===== src/rtl/fir_ctrl.sv =====
// Sequencer in front of a FIR filter: it holds a coefficient bank, shifts the bank into the filter,
// flushes the filter sum pipeline, then streams samples through while tracking output validity.
module fir_ctrl #(
    parameter int FIR_TAP    = 4,
    parameter int COEF_WIDTH = 8,
    parameter int DIN_WIDTH  = 8
) (
    input  logic                       clk,
    input  logic                       rst_n,
    input  logic                       cfg_we,
    input  logic [$clog2(FIR_TAP)-1:0] cfg_addr,
    input  logic [COEF_WIDTH-1:0]      cfg_data,
    input  logic                       reload,
    input  logic                       s_valid,
    input  logic [DIN_WIDTH-1:0]       s_data,
    output logic                       s_ready,
    output logic                       load_sw,
    output logic [COEF_WIDTH-1:0]      coff_out,
    output logic [DIN_WIDTH-1:0]       fir_din,
    output logic                       out_valid,
    output logic                       busy
);

    localparam int AW = $clog2(FIR_TAP);
    localparam int CW = AW + 1;
    localparam logic [CW-1:0] LOAD_LAST  = CW'(FIR_TAP - 1);
    localparam logic [CW-1:0] FLUSH_LAST = CW'(FIR_TAP + 1);

    typedef enum logic [1:0] {IDLE, LOAD, FLUSH, RUN} state_t;

    state_t                state_q, state_d;
    logic [CW-1:0]         cnt_q, cnt_d;
    logic [CW-1:0]         cnt_inc;
    logic                  load_sw_q, load_sw_d;
    logic [COEF_WIDTH-1:0] coff_q, coff_d;
    logic [DIN_WIDTH-1:0]  fir_din_q, fir_din_d;
    logic                  s_ready_q, s_ready_d;
    logic                  busy_q, busy_d;
    logic [1:0]            vpipe_q, vpipe_d;
    logic                  out_valid_q, out_valid_d;
    logic [COEF_WIDTH-1:0] bank_q [FIR_TAP];
    logic [COEF_WIDTH-1:0] bank_d [FIR_TAP];
    logic                  hs;

    always_comb begin
        hs          = s_valid && s_ready_q;
        cnt_inc     = cnt_q + 1'b1;
        state_d     = state_q;
        cnt_d       = cnt_q;
        load_sw_d   = load_sw_q;
        coff_d      = coff_q;
        s_ready_d   = s_ready_q;
        busy_d      = busy_q;
        bank_d      = bank_q;
        fir_din_d   = hs ? s_data : '0;
        // vpipe tracks the fir_din and filter-input stages; out_valid mirrors sum[0].
        vpipe_d     = {vpipe_q[0], hs};
        out_valid_d = vpipe_q[1];

        if (cfg_we && state_q != LOAD && int'(cfg_addr) < FIR_TAP) begin
            bank_d[cfg_addr] = cfg_data;
        end

        case (state_q)
            IDLE: begin
                if (reload) begin
                    state_d   = LOAD;
                    cnt_d     = '0;
                    load_sw_d = 1'b0;
                    coff_d    = bank_q[0];
                    busy_d    = 1'b1;
                end
            end
            LOAD: begin
                if (cnt_q == LOAD_LAST) begin
                    state_d   = FLUSH;
                    cnt_d     = '0;
                    load_sw_d = 1'b1;
                end else begin
                    cnt_d  = cnt_inc;
                    coff_d = bank_q[cnt_inc[AW-1:0]];
                end
            end
            FLUSH: begin
                if (cnt_q == FLUSH_LAST) begin
                    state_d   = RUN;
                    cnt_d     = '0;
                    s_ready_d = 1'b1;
                    busy_d    = 1'b0;
                end else begin
                    cnt_d = cnt_inc;
                end
            end
            RUN: begin
                // Sample taken alongside reload still reaches the filter but never reports valid.
                if (reload) begin
                    state_d   = LOAD;
                    cnt_d     = '0;
                    load_sw_d = 1'b0;
                    coff_d    = bank_q[0];
                    busy_d    = 1'b1;
                    s_ready_d = 1'b0;
                    vpipe_d   = '0;
                end
            end
            default: state_d = IDLE;
        endcase
    end

    always_ff @(posedge clk or negedge rst_n) begin
        if (!rst_n) begin
            state_q     <= IDLE;
            cnt_q       <= '0;
            load_sw_q   <= 1'b1;
            coff_q      <= '0;
            fir_din_q   <= '0;
            s_ready_q   <= 1'b0;
            busy_q      <= 1'b0;
            vpipe_q     <= '0;
            out_valid_q <= 1'b0;
            for (int i = 0; i < FIR_TAP; i++) begin
                bank_q[i] <= '0;
            end
        end else begin
            state_q     <= state_d;
            cnt_q       <= cnt_d;
            load_sw_q   <= load_sw_d;
            coff_q      <= coff_d;
            fir_din_q   <= fir_din_d;
            s_ready_q   <= s_ready_d;
            busy_q      <= busy_d;
            vpipe_q     <= vpipe_d;
            out_valid_q <= out_valid_d;
            bank_q      <= bank_d;
        end
    end

    assign s_ready   = s_ready_q;
    assign load_sw   = load_sw_q;
    assign coff_out  = coff_q;
    assign fir_din   = fir_din_q;
    assign out_valid = out_valid_q;
    assign busy      = busy_q;

endmodule


===== config.mk =====
export PLATFORM = sky130hd
export DESIGN_NAME = fir_ctrl
export DESIGN_NICKNAME = d
export VERILOG_FILES = /design/src/rtl/fir_ctrl.sv
export SDC_FILE = /design/constraint.sdc
export NUM_CORES = 1
export LEC_CHECK = 0
export ABC_CLOCK_PERIOD_IN_PS = 3600
export CAP_MARGIN = 15
export CORE_UTILIZATION = 65
export DETAILED_ROUTE_END_ITERATION = 7
export DONT_BUFFER_PORTS = 1
export PLACE_DENSITY = 0.92
export SKIP_LAST_GASP = 1
export SYNTH_ARGS = -nofsm -noshare
export SYNTH_HDL_FRONTEND = slang
export SYNTH_SLANG_ARGS = --single-unit
export TNS_END_PERCENT = 5

===== constraint.sdc =====
create_clock -name clk -period 3.6 [get_ports clk]
set_clock_uncertainty 0.05 [all_clocks]
set_input_delay 0.36 -clock clk [delete_from_list [all_inputs] [get_ports clk]]
set_output_delay 0.36 -clock clk [all_outputs]
set_load 0.02 [all_outputs]

# Yosys cells after proc, flatten, opt, wreduce, memory -nomap -nowiden
# Index checks and enable logic that the tools add are counted.
[totals] regBits=59 output_inout_bits=20
[op_classes] addsub=1 magnitude_cmp=3 n_eq_ne=11 n_mux=28 bitwise_logic=2 reduce_logical=13
[op_table] cell="8-bit 2-to-1 mux" count=6
[op_table] cell="32-bit bitwise mux" count=1
[op_table] cell="8-bit binary-select mux with 2-bit select" count=1
[op_table] cell="8-bit demux with 2-bit select" count=1
[op_table] cell="8-bit case mux with 2 select lines" count=1
[op_table] cell="3-bit AND reduction" count=5
[op_table] cell="2-bit 2-to-1 mux" count=5
[op_table] cell="3-bit 2-to-1 mux" count=3
[op_table] cell="3-bit case mux with 3 select lines" count=1
[op_table] cell="2-bit inequality test, second input constant" count=4
[op_table] cell="3-bit greater-or-equal comparator, second input constant" count=2
[op_table] cell="2-bit inverter with 3-bit output" count=2
[op_table] cell="1-bit case mux with 2 select lines" count=3
[op_table] cell="2-bit case mux with 3 select lines" count=1
[op_table] cell="2-bit nonzero test" count=3
[op_table] cell="1-bit 2-to-1 mux" count=5
[op_table] cell="2-bit == test, second input constant" count=2
[op_table] cell="2-bit by 1-bit inequality test with 1-bit output, second input constant" count=2
[op_table] cell="3-bit by 1-bit adder with 3-bit output, second input constant" count=1
[op_table] cell="3-bit by 2-bit == test with 1-bit output, second input constant" count=1
[op_table] cell="3-bit == test, second input constant" count=1
[op_table] cell="1-bit logical AND" count=3
[op_table] cell="3-bit by 1-bit less-than comparator with 1-bit output, second input constant" count=1
[op_table] cell="2-bit by 1-bit == test with 1-bit output, second input constant" count=1
[op_table] cell="other kinds (2)" count=2

# Longest topological paths before layout
[logic_depth] ltp_word=7 ltp_mapped=6 ltp_nobuf=6

# Least setup slack after synthesis
# OpenSTA, ideal clock, no wires.
[synth_path] kind="register to register" from="reg state_q[0]" to="reg coff_q[0], in the netlist coff_out[0]" setup_ns=0.125 arrival_time_ns=1.855 required_time_ns=3.425 path_slack_ns=1.571 stages_incl_launch_ff=7 path_buffers=1 synth_period_minus_slack_ns=2.029 path_cell_list="dfrtp_1 > inv_1 > ha_1 > nor2b_1 > buf_6 > a311oi_4 > mux2_2"
[synth_between] elab_chain_cells=4
[synth_rtl] item="start, declared" line="31" rtl="state_t state_q, state_d;"
[synth_rtl] item="start signal, assigned" line="125" rtl="state_q <= state_d;"
[synth_rtl] item="2-bit == test or 2-bit logical NOT (tied branches)" line="64" rtl="case (state_q)"
[synth_rtl] item="2-bit OR reduction (no line)"
[synth_rtl] item="2-bit by 1-bit inequality test with 1-bit output (no line) or 2-bit nonzero test (tied branches)"
[synth_rtl] item="3-bit AND reduction (no line)"
[synth_rtl] item="end signal, assigned" line="128" rtl="coff_q <= coff_d;"
[synth_rtl] item="end, declared" line="35" rtl="logic [COEF_WIDTH-1:0] coff_q, coff_d;"
# Several ways; a longest one is shown, not always the timed one.
# A chain may end at the register's enable or synchronous reset.

# Worst setup path in the final report
[layout_path] from="reg state_q[0]" to="reg coff_q[4], in the netlist coff_out[4]"
# Same word-level chain as after synthesis.

==> flow_summary_export.csv <==
group,metric,value,unit
sta,final-max-slew-violation-count,0,
worst_setup_path,start_kind,"flip-flop",
routing,routedWlPerCell,22.0,um
routing,vias,1552,
clock_network,clock_path_buffers,2,
global_route,antenna_found_initial,0,
worst_setup_path,path_delay_family,"compound AO/OA/AOI/OAI gates",
sta,rsz0062_at_grt,"false",
power,vdd.ir_drop.worst,0.633,mV
clock_network,ctsHoldBuffers,2,
synthesis,syn_nets,210,
clock_network,clock_tree.root_cell,"clkbuf_8",
cells_and_area,nFillCells,224,
cells_and_area,areaGrowthSynthToFinish,10.6,%
worst_setup_path,critPathKind,"flip-flop to flip-flop",
cells_and_area,drive_gt1_share,41.9,%
routing,drt_iter0_markers,82,
synthesis,syn_area_per_cell,15.0,um2
power,leakagePower,0.00133,uW
floorplanning,boundaryPins,43,
worst_setup_path,worstPathArrival,2.83,ns
synthesis,synth_top_area_cell,"dfrtp_1",
sta,max_freq,376,MHz
cells_and_area,post-route-util,74.4,%
clock_network,cts_buffers,9,
routing,detail-route-antenna-nets,0,
synthesis,seq_area_frac_synth,54.9,%
worst_setup_path,critPathBufInv,1,
worst_setup_path,worstReg2RegStart,"state_q[0]$_DFFE_PN0P_",
global_route,grt_pass1_vias,1678,
cells_and_area,diodes,0,
cells_and_area,final_common_cell,"dfrtp_1",
worst_setup_path,slowest_stage,"a311oi_4",
worst_setup_path,cp_slowest_stage_delay,0.64,ns
floorplanning,dieWidth,66.3,um
worst_setup_path,critPathLaunch,"state_q[0]$_DFFE_PN0P_",
sta,fin_crit_sh,73.9,%
sta,period_needed,2.66,ns
worst_setup_path,crit_cells,5,
synthesis,synthTopCellsByArea,"dfrtp_1 54%, mux2_2 20%, mux4_2 6.7%",
worst_setup_path,cp_max_fo,14,
power,powerDensity,1040,nW/um2
clock_network,h-tree-depth,3,
clock_network,postCtsSetupBuffers,0,
sta,relSlewSlack,49.2,%
min_path,hold_path_class,"input pin to flip-flop",
synthesis,synth_top_area_share,53.9,%
routing,drt_pass1_iterations,4,
global_route,gr-total-overflow,0,
global_route,grt.total_usage,27.6,%
floorplanning,initial_core_util,67.3,%
worst_setup_path,regToRegSetupSlack,0.94,ns
status,status,"finished clean",
synthesis,ys_ff_latch,59,
worst_setup_path,crit_path_end,"coff_out[4]$_DFFE_PN0P_",
clock_network,clk-insertion-delay-late,0.34,ns
placed_design,placed_cells,223,
sta,tns,0,ns
routing,drc,0,
floorplanning,core_area,4000,um2
routing,drt-vias-per-instance,6.44,
global_route,grt_max_degree,60,
floorplanning,die-area,4400,um2
placed_design,dp.final_hpwl,3490,um
synthesis,ys_warn_count,0,
cells_and_area,layout_common_cells,"58 x dfrtp_1, 48 x mux2_2, 11 x clkbuf_8",
worst_setup_path,endpoint_kind,"flip-flop",
cells_and_area,stdcell_count,241,
worst_setup_path,ff2ff_path_depth,5,
worst_setup_path,worstPathRequired,3.77,ns
worst_setup_path,reg2reg_to,"coff_out[4]$_DFFE_PN0P_",
synthesis,ys_types,29,
clock_network,cts_tree,"yes",
floorplanning,die_y,66.3,um
placed_design,gp_congestion,0.777,
routing,routed_wl,5300,um
run,cap_violations,0,
synthesis,synthesis.instances,179,
sta,hold_violations,0,
floorplanning,rows,23,
synthesis,synth_area,2690,um2
placed_design,dp_slack,1.00,ns
worst_setup_path,path_cells,"inv_1 > ha_1 > nor2b_1 > a311oi_4 > mux2_2",
clock_network,cts.clk_slew.worst_paths,0.07,ns
placed_design,port_buffers,0,
clock_network,ctsResizeCount,0,
cells_and_area,nets,217,
global_route,grt_pass1_wl,8390,um
sta,post-route-worst-setup-slack,0.938,ns
clock_network,clock-sinks,59,
sta,worstMarginPinSlew,0.760,ns
sta,setup_viol,0,
==> per-layer routing <==
layer / up-vias / wire length (um) / part of all wire, % / global-route usage (%)
li1: 670 / - / - / -
met1: 804 / 2050 / 39 / 33.2
met2: 58 / 2810 / 53 / 43.5
met3: 20 / 276 / 5.2 / 7.59
met4: 0 / 165 / 3.1 / 17.8
met5: - / 0 / 0 / 0
==> stage by stage <==
step / total power, uW / cell area (um2) / hold slack (ns)
2_1_floorplan: 2180 / 2690 / 0.0144
3_3_place_gp: 2290 / 2710 / 0.0163
3_5_place_dp: 2390 / 2710 / 0.0160
4_1_cts: 3110 / 2980 / 0.0572
5_1_grt: 3250 / 2980 / 0.0507
6_report: 3100 / 2980 / 0.0607
==> worst min path at each step <==
stage / depth (start not counted) / end / from
after floorplan: 0 / bank_q[0]$_DFFE_PN0P_ / rst_n
after global placement: 0 / bank_q[24]$_DFFE_PN0P_ / rst_n
after detailed placement: 0 / coff_out[0]$_DFFE_PN0P_ / rst_n
after CTS: 1 / vpipe_q[0]$_DFF_PN0_ / reload
after global routing: 1 / vpipe_q[0]$_DFF_PN0_ / reload
final: 1 / vpipe_q[0]$_DFF_PN0_ / reload
==> cell usage after synthesis, drive strengths merged <==
library cell	instances
dfstp	1
mux2i	4
a221oi	1
mux2	48
a21boi	2
a211oi	1
nand2	4
nor2b	1
a311oi	1
nand2b	1
buf	6
nand4b	1
nor4b	1
and3	8
clkbuf	2
a21oi	2
a31oi	1
o31ai	1
or2	1
ha	8
or3b	1
nor4bb	2
nor2	3
a22o	2
o21ai	3
dfrtp	58
mux4	8
inv	7
==> sequential cells by signal (all words and copies together), names as in the netlist <==
| register | cells |
|---|---|
| coff_out | 8 |
| load_sw | 1 |
| bank_q | 32 |
| state_q | 2 |
| out_valid | 1 |
| vpipe_q | 2 |
| busy | 1 |
| cnt_q | 3 |
| fir_din | 8 |
| s_ready | 1 |
==> power breakdown <==
part | internal [uW] | switching [uW]
sequential | 970 | 323
combinational | 658 | 464
clock | 424 | 258
total | 2050 | 1040
==> final cells by class <==
class,count,area [um2],area share (%)
clock buffer,11,151,5.09
tap,50,62.6,2.10
clock inverter,5,75.1,2.52
timing repair buffer,4,52.6,1.77
sequential,59,1480,49.6
multi-input combinational,105,1130,38.0
inverter,7,26.3,0.883
==> kinds of logic after synthesis <==
family	after synthesis	share of synthesized area, %
mux	60	28.3
flops	59	54.9
fa+ha+maj	8	3.72
compound gates	14	4.23
simple gates	23	5.81
buf+inv	15	3.07
Power figures use the tool's default switching activity.
